**src/rtl/tx_control_if.sv**
```systemverilog
// Host/UART-side signal bundle for tx_control.
// Latency: none (wires only).
// Backpressure: tx_busy from the UART core stalls the byte sequencer.
//
// Signals:
//   trigger, tx_result   - request pulse and the result it carries
//   clr_overrun          - clears the sticky overrun flag
//   tx_busy              - UART TX core is shifting a byte
//   tx_start, tx_data    - byte launch pulse and byte to the UART TX core
//   busy, done, overrun  - sequencer status
//   state_leds           - one-hot sequencer state
// Modports: master = requester/UART side, slave = tx_control.
interface tx_control_if #(
   parameter int DATA_WIDTH = 16
) ();
   logic                  trigger;
   logic [DATA_WIDTH-1:0] tx_result;
   logic                  clr_overrun;
   logic                  tx_busy;
   logic                  tx_start;
   logic [7:0]            tx_data;
   logic                  busy;
   logic                  done;
   logic                  overrun;
   logic [5:0]            state_leds;

   modport master (
      output trigger, tx_result, clr_overrun, tx_busy,
      input  tx_start, tx_data, busy, done, overrun, state_leds
   );

   modport slave (
      input  trigger, tx_result, clr_overrun, tx_busy,
      output tx_start, tx_data, busy, done, overrun, state_leds
   );
endinterface

```
**src/rtl/tx_control.sv**
```systemverilog
// Sends a DATA_WIDTH-bit result to the UART TX core one byte at a time.
// Latency: trigger accepted in cycle n -> tx_start in n+1; NUM_BYTES*(B+2)+(NUM_BYTES-1)*GAP_CYCLES+1 to done.
// Backpressure: waits on tx_busy per byte; one request buffered while busy, further ones dropped (overrun).
//
// Ports:
//   clk, reset  - clock and synchronous active-high reset
//   bus (slave) - trigger/tx_result/clr_overrun/tx_busy in;
//                 tx_start/tx_data/busy/done/overrun/state_leds out
// Parameters: DATA_WIDTH (multiple of 8, must match bus), LSB_FIRST, GAP_CYCLES.
module tx_control #(
   parameter int DATA_WIDTH = 16,
   parameter bit LSB_FIRST  = 1'b1,
   parameter int GAP_CYCLES = 0
) (
   input  logic        clk,
   input  logic        reset,
   tx_control_if.slave bus
);

   localparam int NUM_BYTES = DATA_WIDTH / 8;
   localparam int CNT_W     = (NUM_BYTES > 1) ? $clog2(NUM_BYTES) : 1;
   localparam int GAP_W     = (GAP_CYCLES > 1) ? $clog2(GAP_CYCLES) : 1;

   // One-hot encoding so the state vector doubles as the LED output.
   typedef enum logic [5:0] {
      S_IDLE      = 6'b000001,
      S_START     = 6'b000010,
      S_WAIT_ACK  = 6'b000100,
      S_WAIT_DONE = 6'b001000,
      S_GAP       = 6'b010000,
      S_DONE      = 6'b100000
   } state_t;

   state_t                state_q, state_d;
   logic [DATA_WIDTH-1:0] shift_q, shift_d;
   logic [DATA_WIDTH-1:0] pend_q, pend_d;
   logic                  pend_valid_q, pend_valid_d;
   logic [CNT_W-1:0]      byte_cnt_q, byte_cnt_d;
   logic [GAP_W-1:0]      gap_cnt_q, gap_cnt_d;
   logic                  overrun_q, overrun_d;

   logic                  trig_busy;
   logic                  drop;

   // State register
   always_ff @(posedge clk) begin
      if (reset) begin
         state_q      <= S_IDLE;
         shift_q      <= '0;
         pend_q       <= '0;
         pend_valid_q <= 1'b0;
         byte_cnt_q   <= '0;
         gap_cnt_q    <= '0;
         overrun_q    <= 1'b0;
      end else begin
         state_q      <= state_d;
         shift_q      <= shift_d;
         pend_q       <= pend_d;
         pend_valid_q <= pend_valid_d;
         byte_cnt_q   <= byte_cnt_d;
         gap_cnt_q    <= gap_cnt_d;
         overrun_q    <= overrun_d;
      end
   end

   // Next-state and datapath
   always_comb begin
      state_d      = state_q;
      shift_d      = shift_q;
      pend_d       = pend_q;
      pend_valid_d = pend_valid_q;
      byte_cnt_d   = byte_cnt_q;
      gap_cnt_d    = gap_cnt_q;
      overrun_d    = overrun_q;

      // Any trigger outside IDLE goes to the one-deep pending slot; if the
      // slot is already full the request is lost. Setting beats clearing.
      trig_busy = bus.trigger && (state_q != S_IDLE);
      drop      = trig_busy && pend_valid_q;

      if (trig_busy && !pend_valid_q) begin
         pend_d       = bus.tx_result;
         pend_valid_d = 1'b1;
      end

      if (drop) begin
         overrun_d = 1'b1;
      end else if (bus.clr_overrun) begin
         overrun_d = 1'b0;
      end

      unique case (state_q)
         S_IDLE: begin
            if (bus.trigger) begin
               shift_d    = bus.tx_result;
               byte_cnt_d = CNT_W'(NUM_BYTES - 1);
               state_d    = S_START;
            end
         end
         S_START: begin
            state_d = S_WAIT_ACK;
         end
         S_WAIT_ACK: begin
            if (bus.tx_busy) begin
               state_d = S_WAIT_DONE;
            end
         end
         S_WAIT_DONE: begin
            if (!bus.tx_busy) begin
               if (byte_cnt_q != '0) begin
                  byte_cnt_d = byte_cnt_q - CNT_W'(1);
                  shift_d    = LSB_FIRST ? (shift_q >> 8) : (shift_q << 8);
                  if (GAP_CYCLES == 0) begin
                     state_d = S_START;
                  end else begin
                     gap_cnt_d = '0;
                     state_d   = S_GAP;
                  end
               end else begin
                  state_d = S_DONE;
               end
            end
         end
         S_GAP: begin
            if (gap_cnt_q == GAP_W'(GAP_CYCLES - 1)) begin
               state_d = S_START;
            end else begin
               gap_cnt_d = gap_cnt_q + GAP_W'(1);
            end
         end
         S_DONE: begin
            // A request captured in this same cycle is left pending; only
            // one that was already waiting is launched here.
            if (pend_valid_q) begin
               shift_d      = pend_q;
               pend_valid_d = 1'b0;
               byte_cnt_d   = CNT_W'(NUM_BYTES - 1);
               state_d      = S_START;
            end else begin
               state_d = S_IDLE;
            end
         end
         default: begin
            state_d = S_IDLE;
         end
      endcase
   end

   // Outputs
   always_comb begin
      bus.tx_start   = (state_q == S_START);
      bus.tx_data    = LSB_FIRST ? shift_q[7:0] : shift_q[DATA_WIDTH-1 -: 8];
      bus.busy       = (state_q != S_IDLE);
      bus.done       = (state_q == S_DONE);
      bus.overrun    = overrun_q;
      bus.state_leds = state_q;
   end

endmodule

```
**src/flat_wrapper.sv**
```systemverilog
// flat-port wrapper written by rule: the top's interface ports become plain ports
module tx_control_flat 
#(
   parameter int DATA_WIDTH = 16,
   parameter bit LSB_FIRST  = 1'b1,
   parameter int GAP_CYCLES = 0
)
  (clk, reset, bus_trigger, bus_tx_result, bus_clr_overrun, bus_tx_busy, bus_tx_start, bus_tx_data, bus_busy, bus_done, bus_overrun, bus_state_leds);
  tx_control_if #(.DATA_WIDTH(DATA_WIDTH)) bus_i ();
  input  logic clk;
  input  logic reset;
  input wire logic [$bits(bus_i.trigger)-1:0] bus_trigger;
  input wire logic [$bits(bus_i.tx_result)-1:0] bus_tx_result;
  input wire logic [$bits(bus_i.clr_overrun)-1:0] bus_clr_overrun;
  input wire logic [$bits(bus_i.tx_busy)-1:0] bus_tx_busy;
  output wire logic [$bits(bus_i.tx_start)-1:0] bus_tx_start;
  output wire logic [$bits(bus_i.tx_data)-1:0] bus_tx_data;
  output wire logic [$bits(bus_i.busy)-1:0] bus_busy;
  output wire logic [$bits(bus_i.done)-1:0] bus_done;
  output wire logic [$bits(bus_i.overrun)-1:0] bus_overrun;
  output wire logic [$bits(bus_i.state_leds)-1:0] bus_state_leds;
  assign bus_i.trigger = bus_trigger;
  assign bus_i.tx_result = bus_tx_result;
  assign bus_i.clr_overrun = bus_clr_overrun;
  assign bus_i.tx_busy = bus_tx_busy;
  assign bus_tx_start = bus_i.tx_start;
  assign bus_tx_data = bus_i.tx_data;
  assign bus_busy = bus_i.busy;
  assign bus_done = bus_i.done;
  assign bus_overrun = bus_i.overrun;
  assign bus_state_leds = bus_i.state_leds;
  tx_control #(.DATA_WIDTH(DATA_WIDTH), .LSB_FIRST(LSB_FIRST), .GAP_CYCLES(GAP_CYCLES)) u_core (.clk(clk), .reset(reset), .bus(bus_i));
endmodule
```
**config.mk**
```make
export PLATFORM = sky130hd
export DESIGN_NAME = tx_control_flat
export DESIGN_NICKNAME = d
export VERILOG_FILES = /design/src/rtl/tx_control_if.sv /design/src/rtl/tx_control.sv /design/src/flat_wrapper.sv
export SDC_FILE = /design/constraint.sdc
export NUM_CORES = 1
export LEC_CHECK = 0
export CAP_MARGIN = 20
export CORE_ASPECT_RATIO = 0.5
export CORE_UTILIZATION = 35
export CTS_CLUSTER_SIZE = 14
export DETAILED_ROUTE_END_ITERATION = 10
export GPL_TIMING_DRIVEN = 0
export HOLD_SLACK_MARGIN = 0.02
export SLEW_MARGIN = 40
export SYNTH_ARGS = -nofsm -noshare
export SYNTH_HDL_FRONTEND = slang
export SYNTH_SLANG_ARGS = --single-unit
export TNS_END_PERCENT = 100
```
**constraint.sdc**
```tcl
create_clock -name clk -period 2.85 [get_ports clk]
set_input_delay 0.285 -clock clk [delete_from_list [all_inputs] [get_ports clk]]
set_output_delay 0.285 -clock clk [all_outputs]
set_load 0.005 [all_outputs]
```
# --- Word-level counts from Yosys, hierarchy flattened ---
# Cells that the tools add are included.
totals:
  input_bits: 21
  n_memories: 0
  output_inout_bits: 18
  elab_cells: 54
  ramBits: 0
  ff_bits: 42
  latch_bits: 0
  rom_bits: 0
op_classes:
  div_mod_pow: 0
  reduce_logical: 9
  n_addsub: 2
  n_eq_ne: 13
  shifts: 0
  bitwise: 0
  mul: 0
  muxes: 23
  n_lt_le_gt_ge: 0
op_table:
  columns: ["op", "n"]
  rows:
  - ["$mux 16", 4]
  - ["$pmux 16 s3", 1]
  - ["$pmux 6 s6", 1]
  - ["$mux 6", 5]
  - ["$mux 1", 10]
  - ["$reduce_and 4->1", 2]
  - ["$eq 6x1->1 const B", 1]
  - ["$eq 6x2->1 const B", 1]
  - ["$eq 6x3->1 const B", 1]
  - ["$eq 6x4->1 const B", 1]
  - ["$eq 6x5->1 const B", 1]
  - ["$eq 6x6->1 const B", 1]
  - ["$ne 2x1->1 const B", 3]
  - ["$ne 2x2->1 const B", 3]
  - ["$ne 6x1->1 const B", 1]
  - ["$reduce_and 5->1", 1]
  - ["$logic_and 1x1->1", 3]
  - ["$pmux 1 s3", 1]
  - ["$reduce_bool 3->1", 1]
  - ["$mux 2", 1]
  - ["$reduce_bool 2->1", 1]
  - ["$add 1x1->1 const B", 1]
  - ["$logic_not 1->1", 1]
  - ["$sub 1x1->1 const B", 1]

# --- Depth between registers and ports, before layout ---
logic_depth:
  depth_word: 6
  ltp_mapped: 7

# --- Worst setup path before layout ---
# OpenSTA, ideal clock, no wires.
synth_timing:
  path_kind: "register to register"
  from: "register u_core.state_q[1] (netlist: u_core.bus.state_leds[1])"
  to: "register u_core.pend_q[6]"
  arrival_ns: 1.509
  setup_time_ns: 0.128
  required_ns: 2.722
  path_stages_with_launch: 8
  period_less_slack_ns: 1.637
  path_slack_ns: 1.213
  cell_sequence: "dfxtp_1 buf_6 or3_4 o211a_1 buf_6 buf_12 mux2i_1 nor2_1"
synth_between:
  elab_chain_cells: 3
synth_lines:
  columns: ["element", "line_no", "rtl"]
  rows:
  - ["from (decl)", "tx_control.sv:34", "state_t state_q, state_d;"]
  - ["from (signal assigned)", "tx_control.sv:56", "state_q <= state_d;"]
  - ["$ne 6x1->1", "tx_control.sv:78", "trig_busy = bus.trigger && (state_q != S_IDLE);"]
  - ["$logic_and 1x1->1", "tx_control.sv:78", null]
  - ["$logic_and 1x1->1", "tx_control.sv:81", "if (trig_busy && !pend_valid_q) begin"]
  - ["to (signal assigned)", "tx_control.sv:58", "pend_q <= pend_d;"]
  - ["to (decl)", "tx_control.sv:36", "logic [DATA_WIDTH-1:0] pend_q, pend_d;"]
# No other way between the ends.
# A chain may end at the register's enable or synchronous reset.

# --- Worst setup path after layout ---
layout_timing:
  from: "register u_core.state_q[1] (netlist: u_core.bus.state_leds[1])"
  to: "output port bus_done"
layout_between:
  elab_chain_cells: 1
layout_lines:
  columns: ["element", "line_no", "rtl"]
  rows:
  - ["$eq 6x6->1", "tx_control.sv:154", "bus.done = (state_q == S_DONE);"]
  - ["to (decl)", "flat_wrapper.sv:19", "output wire logic [$bits(bus_i.done)-1:0] bus_done;"]
# No other way between the ends.

==> results.toml <==
[clock_tree]
clockBufferDepth = 2
cts.sinks = 40
clkLatencyLatePin_ns = 0.29
cts_buffers = 5
cts_resized = 0
clkTransAtPathRegs_ns = 0.07
cts_tree = "done"
hold_buffers = 0
root_buffer = "clkbuf_8"
htreeDepth = 2
postCtsSetupRepairBufs = 0

[drt]
wl_um = 4574
post_drt_wl_per_cell_um = 14.52
via_per_inst = 5.279
dr.pass1.iters = 4
first_iter_violations = 109
top_layer_used = "met4"
routedLengthMet1_um = 2329
met2WireLength_um = 2037
dr_wl_met3_um = 155
antenna_left = 0
num_vias = 1663
drc = 0

[final_layout]
nets = 266
layout-drive-gt1-share = 0.1469
fin_cells = 315
num_antenna_cells = 0
area_growth_pct = 27.59

[floorplanning]
die_x_um = 107.7
placementRows = 18
start_util = 0.3806
coreArea_mm2 = 0.005135
fp.dieArea_mm2 = 0.005905
num_io_pins = 39
dieHeight_um = 54.84

[global_routing]
grt_max_degree = 13
grt_antenna_before_repair = 0
grt_usage = 0.1695
grt_pass1_wl_um = 7403
grt_pass1_vias = 1538
grt_overflow = 0

[timing]
clock_skew_ns = 0.008000
fin_crit_ns = 2.497
worst_hold_slack_ns = 0.4456
max_slew_margin = 0.5606
rsz0062_at_grt = "no"
drv_slew = 0
final_hold_viol_count = 0
max_freq_mhz = 400.5
worst_slew_pin_slew_ns = 0.6591
fin_crit_sh = 0.8761
setup_ws_ns = 0.3532
setup_viol = 0
tns_ns = 0

[worst_setup_path]
startpoint = "u_core.bus.state_leds[1]"
worstSetupStartpointType = "flop"
required_ns = 2.57
regToRegStartpoint = "u_core.bus.state_leds[3]"
crit_fanout = 10
crit_arrival_ns = 2.21
reg2reg_depth = 6
worstSetupPathType = "flop to primary output"
cp-end-kind = "primary output"

[logic_synthesis]
ys_seq_area_frac = 0.4097
synth_top_cells_by_area = "dfxtp_1 41%, mux2i_1 8.2%, a32oi_1 7.6%"
synth_ff_type = "dfxtp_1"
synth_edf_count = 0
synth_top_area_frac = 0.4097
syn_nets = 222
ys_ff_latch = 40
async_reset_ff_frac = 0
synth.cell_area_mm2 = 0.001954
syn_area_per_cell_um2 = 9.723
syn_inst = 201
ys_warn_count = 0
synth_area_leader_cell = "dfxtp_1"
ys_types = 44

[worst_hold_path]
min_from = "u_core.byte_cnt_q"
hp-class = "flop to flop"
hold_path_depth = 1

[power_and_ir_drop]
finalPower_mw = 1.627
leakage_nw = 0.9547
ir_drop_mv = 0.2750
powerDensity_mw_per_mm2 = 652.6

[outcome]
outcome = "finished, final reports clean"

[placed_design]
numPlacedInstances = 308
dp_slack_ns = 0.6747
numPortBuffers = 37
dp.final_hpwl_um = 3312
gp_congestion = 0.8003

[run]
max-cap-violations = 0
-- layout make-up --
cell class	count	area, um2
timing repair buffer	37	370.4
fill	522	2641
sequential	40	800.8
clock inverter	2	12.51
multi-input combinational	130	944.7
clock buffer	5	68.82
buffer	26	190.2
inverter	5	18.77
tap	70	87.58
-- path summary, 6_finish.rpt --
check	slack, ns	endpoint
worst max register to register	0.92	u_core.shift_q[6]
worst min register to register	0.45	u_core.bus.state_leds[5]
worst max-delay path	0.35	bus_done
worst min-delay path	0.45	u_core.bus.state_leds[5]
-- cell families (layout without fill, tap and decap cells) --
kind of cell | count (synthesis) | after routing | synth area share
multiplexers | 16 | 16 | 0.08194
AO/OA/AOI/OAI | 48 | 48 | 0.2061
other | 1 | 1 | 0.001919
XOR/XNOR | 1 | 1 | 0.004482
buffers and inverters | 31 | 75 | 0.1069
flip-flops | 40 | 40 | 0.4097
AND/OR/NAND/NOR | 64 | 64 | 0.1889
-- synthesized netlist by cell type (2+ instances only) --
| cell | instances |
|---|---|
| a21oi_1 | 3 |
| a222oi_1 | 8 |
| a22oi_1 | 8 |
| a32oi_1 | 17 |
| buf_2 | 4 |
| buf_4 | 11 |
| buf_6 | 4 |
| clkbuf_1 | 6 |
| dfxtp_1 | 40 |
| inv_1 | 4 |
| mux2i_1 | 16 |
| nand2_1 | 2 |
| nand2b_1 | 16 |
| nand3_1 | 3 |
| nor2_1 | 23 |
| nor2b_1 | 3 |
| nor3b_1 | 3 |
| nor4_1 | 2 |
| o21ai_0 | 2 |
| or2_2 | 2 |
-- layout by cell type (no fill, tap or decap), types with 2 or more instances in the layout --
| cell | synthesis | routed |
|---|---|---|
| buf_4 | 11 | 11 |
| nor4_1 | 2 | 2 |
| a222oi_1 | 8 | 8 |
| o21ai_0 | 2 | 2 |
| clkbuf_8 | 0 | 5 |
| nand2b_1 | 16 | 16 |
| nor2b_1 | 3 | 3 |
| a32oi_1 | 17 | 17 |
| dfxtp_1 | 40 | 40 |
| a21oi_1 | 3 | 3 |
| nand2_1 | 2 | 2 |
| nand3_1 | 3 | 3 |
| clkdlybuf4s50_1 | 0 | 37 |
| buf_6 | 4 | 4 |
| inv_1 | 4 | 4 |
| nor3b_1 | 3 | 3 |
| or2_2 | 2 | 2 |
| a22oi_1 | 8 | 8 |
| clkbuf_1 | 6 | 6 |
| mux2i_1 | 16 | 16 |
| nor2_1 | 23 | 23 |
| buf_2 | 4 | 4 |
-- critical path, stage by stage, from the launching register on --
cell and delay (ns):
dfxtp_1 0.32, buf_6 0.14, nor3_4 0.25, nand3b_1 0.19
inv_2 0.22, buf_2 0.26, clkdlybuf4s50_1 0.54
-- where the power goes --
group / internal, mW / switching [mW]
clock network: 0.166 / 0.197
logic: 0.308 / 0.229
registers: 0.666 / 0.0615
total: 1.14 / 0.488
-- sequential cells by signal (all words and copies together) (netlist names) --
name,cells
u_core.pend_valid_q,1
u_core.shift_q,16
u_core.bus.overrun,1
u_core.pend_q,16
u_core.bus.state_leds,5
u_core.byte_cnt_q,1
-- per-stage QoR --
step	util	area (um2)
floorplan	-	1954
global placement	0.4698	2412
detailed placement	0.4698	2412
CTS	0.4856	2494
global route	0.4856	2494
finish	0.4856	2494
-- per-layer routing --
metal,GRT usage,vias up
met1,0.2251,807
met3,0.03929,7
met4,0.05479,0
li1,-,822
met5,0,-
met2,0.2767,27
No activity file was read; power rests on OpenSTA's default activity.
